[config.mk]
export PLATFORM = sky130hd
export DESIGN_NAME = reg_file_sb
export DESIGN_NICKNAME = d
export VERILOG_FILES = /design/src/rtl/reg_file_sb.sv
export SDC_FILE = /design/constraint.sdc
export NUM_CORES = 1
export LEC_CHECK = 0
export CORE_MARGIN = 8
export CORE_UTILIZATION = 30
export DETAILED_ROUTE_END_ITERATION = 6
export GPL_TIMING_DRIVEN = 0
export PLACE_DENSITY = 0.58
export SLEW_MARGIN = 20
export SYNTH_ARGS = -nofsm -noshare
export SYNTH_HDL_FRONTEND = slang
export SYNTH_SLANG_ARGS = --single-unit
[constraint.sdc]
create_clock -name Clock -period 7 [get_ports Clock]
set_clock_uncertainty 0.1 [all_clocks]
set_input_delay 1.4 -clock Clock [delete_from_list [all_inputs] [get_ports Clock]]
set_output_delay 1.4 -clock Clock [all_outputs]
set_load 0.01 [all_outputs]
[src/rtl/reg_file_sb.sv]
// reg_file_sb: parametrised register file with one write port, two
// combinational read ports and a per-register busy scoreboard.
//
// Ports:
//   Clock, Reset           rising-edge clock, asynchronous active-low reset
//   WriteEnable, SelectInput, In
//                          write port, committed at the rising edge
//   SelectA/SelectB -> A/B combinational read ports
//   ReadEnA/ReadEnB        operand needed this cycle, qualifies Stall
//   ReserveEn, ReserveSel  mark a register busy for a multi-cycle producer
//   BusyA/BusyB            selected register has a pending write
//   Stall                  a needed operand is still pending
//   BusyCount              registered popcount of the busy vector
//
// Optional feature macro: REGFILE_BYPASS_EN
//   defined   - same-cycle forwarding of In to A/B, busy masked by the write
//   undefined - A/B return the stored value, busy is unmasked
module reg_file_sb #(
  parameter int unsigned DATA_W  = 16,
  parameter int unsigned ADDR_W  = 4,
  parameter int unsigned R0_ZERO = 0
) (
  input  logic              Clock,
  input  logic              Reset,
  input  logic              WriteEnable,
  input  logic [ADDR_W-1:0] SelectInput,
  input  logic [DATA_W-1:0] In,
  input  logic [ADDR_W-1:0] SelectA,
  input  logic [ADDR_W-1:0] SelectB,
  input  logic              ReadEnA,
  input  logic              ReadEnB,
  input  logic              ReserveEn,
  input  logic [ADDR_W-1:0] ReserveSel,
  output logic [DATA_W-1:0] A,
  output logic [DATA_W-1:0] B,
  output logic              BusyA,
  output logic              BusyB,
  output logic              Stall,
  output logic [ADDR_W:0]   BusyCount
);

  localparam int unsigned DEPTH = 1 << ADDR_W;
  localparam int unsigned CNT_W = ADDR_W + 1;
  localparam bit          R0_Z  = (R0_ZERO != 0);

  logic [DATA_W-1:0] regs_q [DEPTH];
  logic [DATA_W-1:0] regs_d [DEPTH];
  logic [DEPTH-1:0]  busy_q, busy_d;
  logic [CNT_W-1:0]  busy_count_q, busy_count_d;

  logic write_ok;
  logic reserve_ok;
  logic zero_a, zero_b;
  logic [DATA_W-1:0] stored_a, stored_b;

  // Writes and reserves aimed at a hard-wired zero register are dropped.
  always_comb begin
    write_ok   = WriteEnable & ~(R0_Z & (SelectInput == '0));
    reserve_ok = ReserveEn & ~(R0_Z & (ReserveSel == '0));
  end

  // Next register contents and scoreboard; reserve is applied after the
  // write-clear so a new producer overrides the completing one.
  always_comb begin
    regs_d       = regs_q;
    busy_d       = busy_q;
    busy_count_d = '0;
    if (write_ok) begin
      regs_d[SelectInput] = In;
      busy_d[SelectInput] = 1'b0;
    end
    if (reserve_ok) begin
      busy_d[ReserveSel] = 1'b1;
    end
    for (int unsigned i = 0; i < DEPTH; i++) begin
      busy_count_d = busy_count_d + CNT_W'(busy_d[i]);
    end
  end

  // State registers.
  always_ff @(posedge Clock or negedge Reset) begin
    if (!Reset) begin
      for (int unsigned i = 0; i < DEPTH; i++) begin
        regs_q[i] <= '0;
      end
      busy_q       <= '0;
      busy_count_q <= '0;
    end else begin
      regs_q       <= regs_d;
      busy_q       <= busy_d;
      busy_count_q <= busy_count_d;
    end
  end

  // Stored read values; a zero register reads 0 regardless of contents.
  always_comb begin
    zero_a   = R0_Z & (SelectA == '0);
    zero_b   = R0_Z & (SelectB == '0);
    stored_a = zero_a ? '0 : regs_q[SelectA];
    stored_b = zero_b ? '0 : regs_q[SelectB];
  end

`ifdef REGFILE_BYPASS_EN
  logic hit_a, hit_b;

  // This cycle's write both supplies the operand and resolves the hazard.
  always_comb begin
    hit_a = write_ok & (SelectInput == SelectA);
    hit_b = write_ok & (SelectInput == SelectB);
    A     = hit_a ? In : stored_a;
    B     = hit_b ? In : stored_b;
    BusyA = busy_q[SelectA] & ~hit_a;
    BusyB = busy_q[SelectB] & ~hit_b;
  end
`else
  // No bypass: the written value and cleared busy bit appear next cycle.
  always_comb begin
    A     = stored_a;
    B     = stored_b;
    BusyA = busy_q[SelectA];
    BusyB = busy_q[SelectB];
  end
`endif

  always_comb begin
    Stall     = (ReadEnA & BusyA) | (ReadEnB & BusyB);
    BusyCount = busy_count_q;
  end

endmodule

==> impl_metrics.yaml, run 1 <==
outcome:
  status: "complete, no violations"
route:
  ant_nets: 0
  drtIter0Drc: 837
  vias_per_cell: 5.31
  drcViolationCount: 0
  finalWirelength_um: 44400
  dr.pass1.iters: 5
  vias: 8982
  wl_per_cell_um: 26.2
critical_path:
  crit_required_ns: 7.34
  end_kind: "flop"
  critical_path.max_fanout: 10
  arrival_ns: 6.91
  timing_worst_setup_path_type: "primary input to flop"
  cp-start-kind: "primary input"
clock_network:
  ctsResizeCount: 0
  cts_tree: "built"
  cts_setup_buffers: 0
  root_buffer: "clkbuf_16"
  htree_num_levels: 1
  clockBufferDepth: 3
  cts_buffers: 30
  clock-sinks: 277
  clkTransAtPathRegs_ns: 0.06
  clock_latency_ns: 0.56
  postCtsHoldBufs: 0
placement:
  dpl_worst_slack_ns: -0.207
  placed_area_um2: 16500
  gp_congestion: 0.806
  place_hpwl_um: 29400
  placed_cells: 1634
  port_buffers: 73
global_route:
  grt_max_degree: 96
  grt_pass1_wl_um: 66100
  antenna_found_initial: 0
  grt_pass1_vias: 9633
  gr-usage-all-layers_pct: 15.7
  overflow: 0
sta:
  hold_viol_final: 0
  fin_setup_tns_ns: 0
  worst_pin_slew_ns: 1.18
  min_period_ns: 6.57
  slew-limit-headroom_pct: 21.2
  fin_ws_ns: 0.430
  slew_viol_final: 0
  fin_crit_sh_pct: 93.9
  setup_violations: 0
  rsz0062_at_grt: "false"
  timing.fmax_ghz: 0.152
synth:
  synth_area_leader_cell: "dfrtp_1"
  yosysSeqAreaShare_pct: 46.7
  synthCells: 894
  yosys.area.top_type_share_pct: 46.7
  syn-num-nets: 947
  async_reset_ff_share_pct: 100
  ys_types: 39
  synth-edff-count: 0
  yosys-top-cells-area: "dfrtp_1 47%, mux4_2 25%, mux2_2 15%"
  synth_flop_cell: "dfrtp_1"
  ys_ff_latch: 277
  synthesis.area_um2: 14900
  ys_warn_count: 0
  avgSynthCellArea_um2: 16.6
pwr:
  irDropWorstVdd_uv: 204
  p_int_uw: 3930
  switching_share_pct: 29.0
  combPwrFrac_pct: 30.8
  p_total_uw: 5540
  seqPwrFrac_pct: 40.7
  p_sw_uw: 1610
  power_density_nw_per_um2: 317
  p_leak_uw: 0.00705
  clkPwrFrac_pct: 28.5
floorplan:
  io-pin-count: 78
  die_height_um: 239
  die_x_um: 239
  initial_utilization_pct: 30.3
  placementRows: 81
  coreArea_um2: 49000
  die_area_um2: 56900
layout:
  syn_to_final_growth_pct: 17.7
  fin_cells: 1690
  drive_gt1_share_pct: 45.2
  final_cell_mix: "277 x dfrtp_1, 197 x mux2_2, 168 x mux4_2"
  final_cell_area_um2: 17500
  nNetsFinal: 1055
  final_common_cell: "dfrtp_1"
hold_path:
  hold_class: "flop to flop"
flow_run:
  maxCapViolCount: 0
[metrics by stage]
step | hold WS [ns] | utilization (%)
final | 0.405 | 35.7
after detailed placement | 0.394 | 33.7
after global routing | 0.423 | 35.7
after global placement | 0.381 | 33.5
after CTS | 0.407 | 35.7
after floorplan | 0.370 | -
[metal layers]
layer  global-route usage (%)  up-vias  wire length [um]
li1                         -     3705                 -
met1                     21.9     4939             20100
met2                     24.7      274             20700
met3                     3.09       64              2500
met4                     4.52        0              1110
met5                        0        -                 0
[worst paths after layout]
path	start	cells after the start	endpoint	slack (ns)
min in group asynchronous	Reset	1	regs_q[72]$_DFFE_PN0P_	0.55
min	regs_q[206]$_DFFE_PN0P_	1	regs_q[206]$_DFFE_PN0P_	0.40
max reg2reg	busy_q[11]$_DFF_PN0_	13	BusyCount[4]$_DFF_PN0_	3.13
min reg2reg	regs_q[206]$_DFFE_PN0P_	1	regs_q[206]$_DFFE_PN0P_	0.40
max	SelectInput[1]	17	BusyCount[4]$_DFF_PN0_	0.43
max in group asynchronous	Reset	3	BusyCount[4]$_DFF_PN0_	5.11
[area by class of cell]
type	instances	area [um^2]
Inverter	26	97.6
Fill cell	4662	31500
Multi-Input combinational cell	515	7410
Timing Repair Buffer	76	818
Tap cell	664	831
Clock buffer	49	913
Antenna cell	1	2.50
Clock inverter	6	58.8
Buffer	76	413
Sequential cell	277	6930
[Yosys cell counts (3+ instances only)]
library cell  count
nand2b_1          4
fa_1             10
buf_1             5
mux2i_1           4
buf_4             3
a22o_1            3
nor2_2            3
o21ai_0          11
dfrtp_1         277
clkbuf_1         28
nand2_1           8
buf_6             7
nand3_1           3
mux4_2          168
nand3b_1          4
nor2_1            9
inv_1            25
or3_1             3
mux2_2          197
nor2b_1           3
buf_2            31
o22a_1            3
mux2_1           60
ha_1              5
[cells by family after synthesis]
kind of cell / count (synthesis) / share of synthesized area [%]
adder cells (fa/ha/maj): 15 / 1.77
AND/OR/NAND/NOR: 42 / 1.55
multiplexers: 429 / 45.2
buffers and inverters: 102 / 3.42
AO/OA/AOI/OAI: 27 / 1.24
XOR/XNOR: 2 / 0.118
flip-flops: 277 / 46.7
[power by group through the flow]
stage               clock [uW]  combinational [uW]  sequential, uW
floorplan                    0                1220            2190
global placement             0                1700            2250
detailed placement           0                1720            2270
CTS                       1610                1740            2250
global route              1680                1890            2300
finish                    1580                1710            2250
[worst max-delay path, cell delays in order]
cell and delay (ns):
clkdlybuf4s50_1 0.57, buf_2 0.23, nand2_1 0.14, nor2_1 0.83, buf_2 0.55, o22a_1 0.27
fa_1 0.41, inv_1 0.08, fa_1 0.43, fa_1 0.54, inv_1 0.05, fa_1 0.47
inv_1 0.04, ha_1 0.21, fa_1 0.46, a21oi_1 0.16, nor2b_1 0.06
[state kept, by name (all words and copies together) (netlist names)]
| name | cells |
|---|---|
| regs_q | 256 |
| busy_q | 16 |
| BusyCount | 5 |
Power figures use the tool's default switching activity.
==> run 2: changes to the inputs <==
--- a/config.mk
+++ b/config.mk
@@ -10,6 +10,7 @@
 export DETAILED_ROUTE_END_ITERATION = 6
 export GPL_TIMING_DRIVEN = 0
 export PLACE_DENSITY = 0.58
+export REMOVE_ABC_BUFFERS = 1
 export SLEW_MARGIN = 20
 export SYNTH_ARGS = -nofsm -noshare
 export SYNTH_HDL_FRONTEND = slang
==> run 2 against run 1 <==
- global-route usage shrank 1.4 points
- worst setup slack gained 0.75 ns
- register-to-register slack is essentially flat
- power fell by 0.15%
- cell count is 2.9% lower
- combinational power shrank 3%
- critical path type unchanged
- highest routed layer is now met5
==> impl_metrics.yaml, run 2 (synthesis gave the netlist of run 1 again) <==
outcome:
  status: "complete, no violations"
floorplan:
  io-pin-count: 78
  placementRows: 81
  initial_utilization_pct: 30.3
  die_height_um: 239
  die_area_um2: 56900
  die_x_um: 239
  coreArea_um2: 49000
global_route:
  grt_pass1_vias: 9413
  grt_pass1_wl_um: 61600
  grt_max_degree: 85
  overflow: 0
  antenna_found_initial: 1
  gr-usage-all-layers_pct: 14.3
route:
  ant_nets: 0
  wl_per_cell_um: 24.3
  drtIter0Drc: 632
  drcViolationCount: 0
  dr.pass1.iters: 5
  vias: 8630
  vias_per_cell: 5.26
  finalWirelength_um: 39900
sta:
  worst_pin_slew_ns: 0.799
  fin_crit_sh_pct: 83.2
  setup_violations: 0
  slew-limit-headroom_pct: 46.7
  min_period_ns: 5.82
  timing.fmax_ghz: 0.172
  slew_viol_final: 0
  hold_viol_final: 0
  rsz0062_at_grt: "false"
pwr:
  switching_share_pct: 28.3
  p_leak_uw: 0.00710
  power_density_nw_per_um2: 312
  clkPwrFrac_pct: 29.1
  p_sw_uw: 1560
  combPwrFrac_pct: 30.1
  irDropWorstVdd_uv: 198
  p_int_uw: 3970
  seqPwrFrac_pct: 40.8
  p_total_uw: 5530
critical_path:
  cp_slowest_cell: "fa_1"
  timing_worst_setup_path_type: "primary input to flop"
  cp-start-kind: "primary input"
  crit_required_ns: 7.35
  critPathMostFrequentCell: "fa_1"
  critical_path.max_fanout: 10
  max_stage_delay_ns: 0.54
  end_kind: "flop"
  critical_path.cell_chain: "clkdlybuf4s50_1, nand3b_1, nor2_4, buf_16, o22a_1, fa_1, inv_1, fa_1, fa_1, inv_1, fa_1, inv_1, ha_1, fa_1, a21oi_1, nor2b_1"
  arrival_ns: 6.18
clock_network:
  root_buffer: "clkbuf_16"
  cts_setup_buffers: 0
  ctsResizeCount: 0
  postCtsHoldBufs: 0
  clock-sinks: 277
  clockBufferDepth: 3
  cts_buffers: 31
  clock_latency_ns: 0.57
  clkTransAtPathRegs_ns: 0.06
  htree_num_levels: 1
  cts_tree: "built"
layout:
  diodes: 0
  largest_reg_flops: 256
  final_core_util_pct: 36.2
  nFillCells: 4559
  nNetsFinal: 1008
  fin_cells: 1641
  drive_gt1_share_pct: 47.4
  syn_to_final_growth_pct: 19.3
  final_cell_mix: "277 x dfrtp_1, 197 x mux2_2, 168 x mux4_2"
  largest_register: "regs_q"
  final_common_cell: "dfrtp_1"
placement:
  placed_cells: 1586
  port_buffers: 77
  place_hpwl_um: 26200
  gp_congestion: 0.741
flow_run:
  maxCapViolCount: 0
hold_path:
  hold_class: "flop to flop"
==> run 2: cell count changes in the layout (fill, tap and decap cells not counted), sizes merged <==
cell,previous run,this run
diode,1,0
clkbuf,77,47
inv,26,27
buf,52,36
clkdlybuf4s50,72,68
bufinv,1,2
==> run 2: final cells by class <==
| cell class | instances | area (um^2) | area share (%) |
|---|---|---|---|
| tap | 664 | 831 | 4.69 |
| sequential | 277 | 6930 | 39.1 |
| clock inverter | 8 | 93.8 | 0.529 |
| clock buffer | 47 | 906 | 5.11 |
| multi-input combinational | 515 | 7480 | 42.2 |
| inverter | 26 | 97.6 | 0.551 |
| timing repair buffer | 104 | 1390 | 7.81 |
==> run 2: power groups by stage <==
stage | Sequential [uW] | Combinational (uW) | Clock [uW]
2_1_floorplan | 2190 | 1160 | 0
3_3_place_gp | 2250 | 1680 | 0
3_5_place_dp | 2270 | 1700 | 0
4_1_cts | 2250 | 1700 | 1660
5_1_grt | 2310 | 1860 | 1720
6_report | 2250 | 1660 | 1610
==> run 2: worst paths after layout <==
kind                                         startpoint                      end  slack, ns  cells past startpoint
worst max-delay path                     SelectInput[2]   BusyCount[4]$_DFF_PN0_       1.18                     16
worst min-delay path            regs_q[198]$_DFFE_PN0P_  regs_q[198]$_DFFE_PN0P_       0.41                      1
worst max register to register     busy_q[13]$_DFF_PN0_   BusyCount[4]$_DFF_PN0_       3.12                     14
worst min register to register  regs_q[198]$_DFFE_PN0P_  regs_q[198]$_DFFE_PN0P_       0.41                      1
max in group asynchronous                         Reset   regs_q[82]$_DFFE_PN0P_       5.00                      3
min in group asynchronous                         Reset  regs_q[222]$_DFFE_PN0P_       0.66                      1
==> run 2: worst max-delay path, delay by kind of cell <==
kind | cells | cell delay [ns]
adder cells (fa/ha/maj) | 6 | 2.53
buffers and inverters | 5 | 0.87
AO/OA/AOI/OAI | 2 | 0.37
AND/OR/NAND/NOR | 3 | 1.01
==> run 2: metrics by stage <==
step	hold slack, ns	TNS [ns]	cell area, um^2	worst slack, ns
after global placement	0.382	-2213.94	16000	-7.75
after floorplan	0.370	0	14400	1.31
after CTS	0.409	0	17700	1.17
after global routing	0.419	0	17700	0.938
after detailed placement	0.395	0	16700	0.575
final	0.408	0	17700	1.18
==> run 2: metal layers <==
metal  vias to the layer above  GRT usage, %  share of wire, %
li1                       3610             -                 -
met1                      4717          19.3                44
met2                       228          23.1                48
met3                        73          3.32               5.1
met4                         2          3.52               2.5
met5                         -             0             0.033
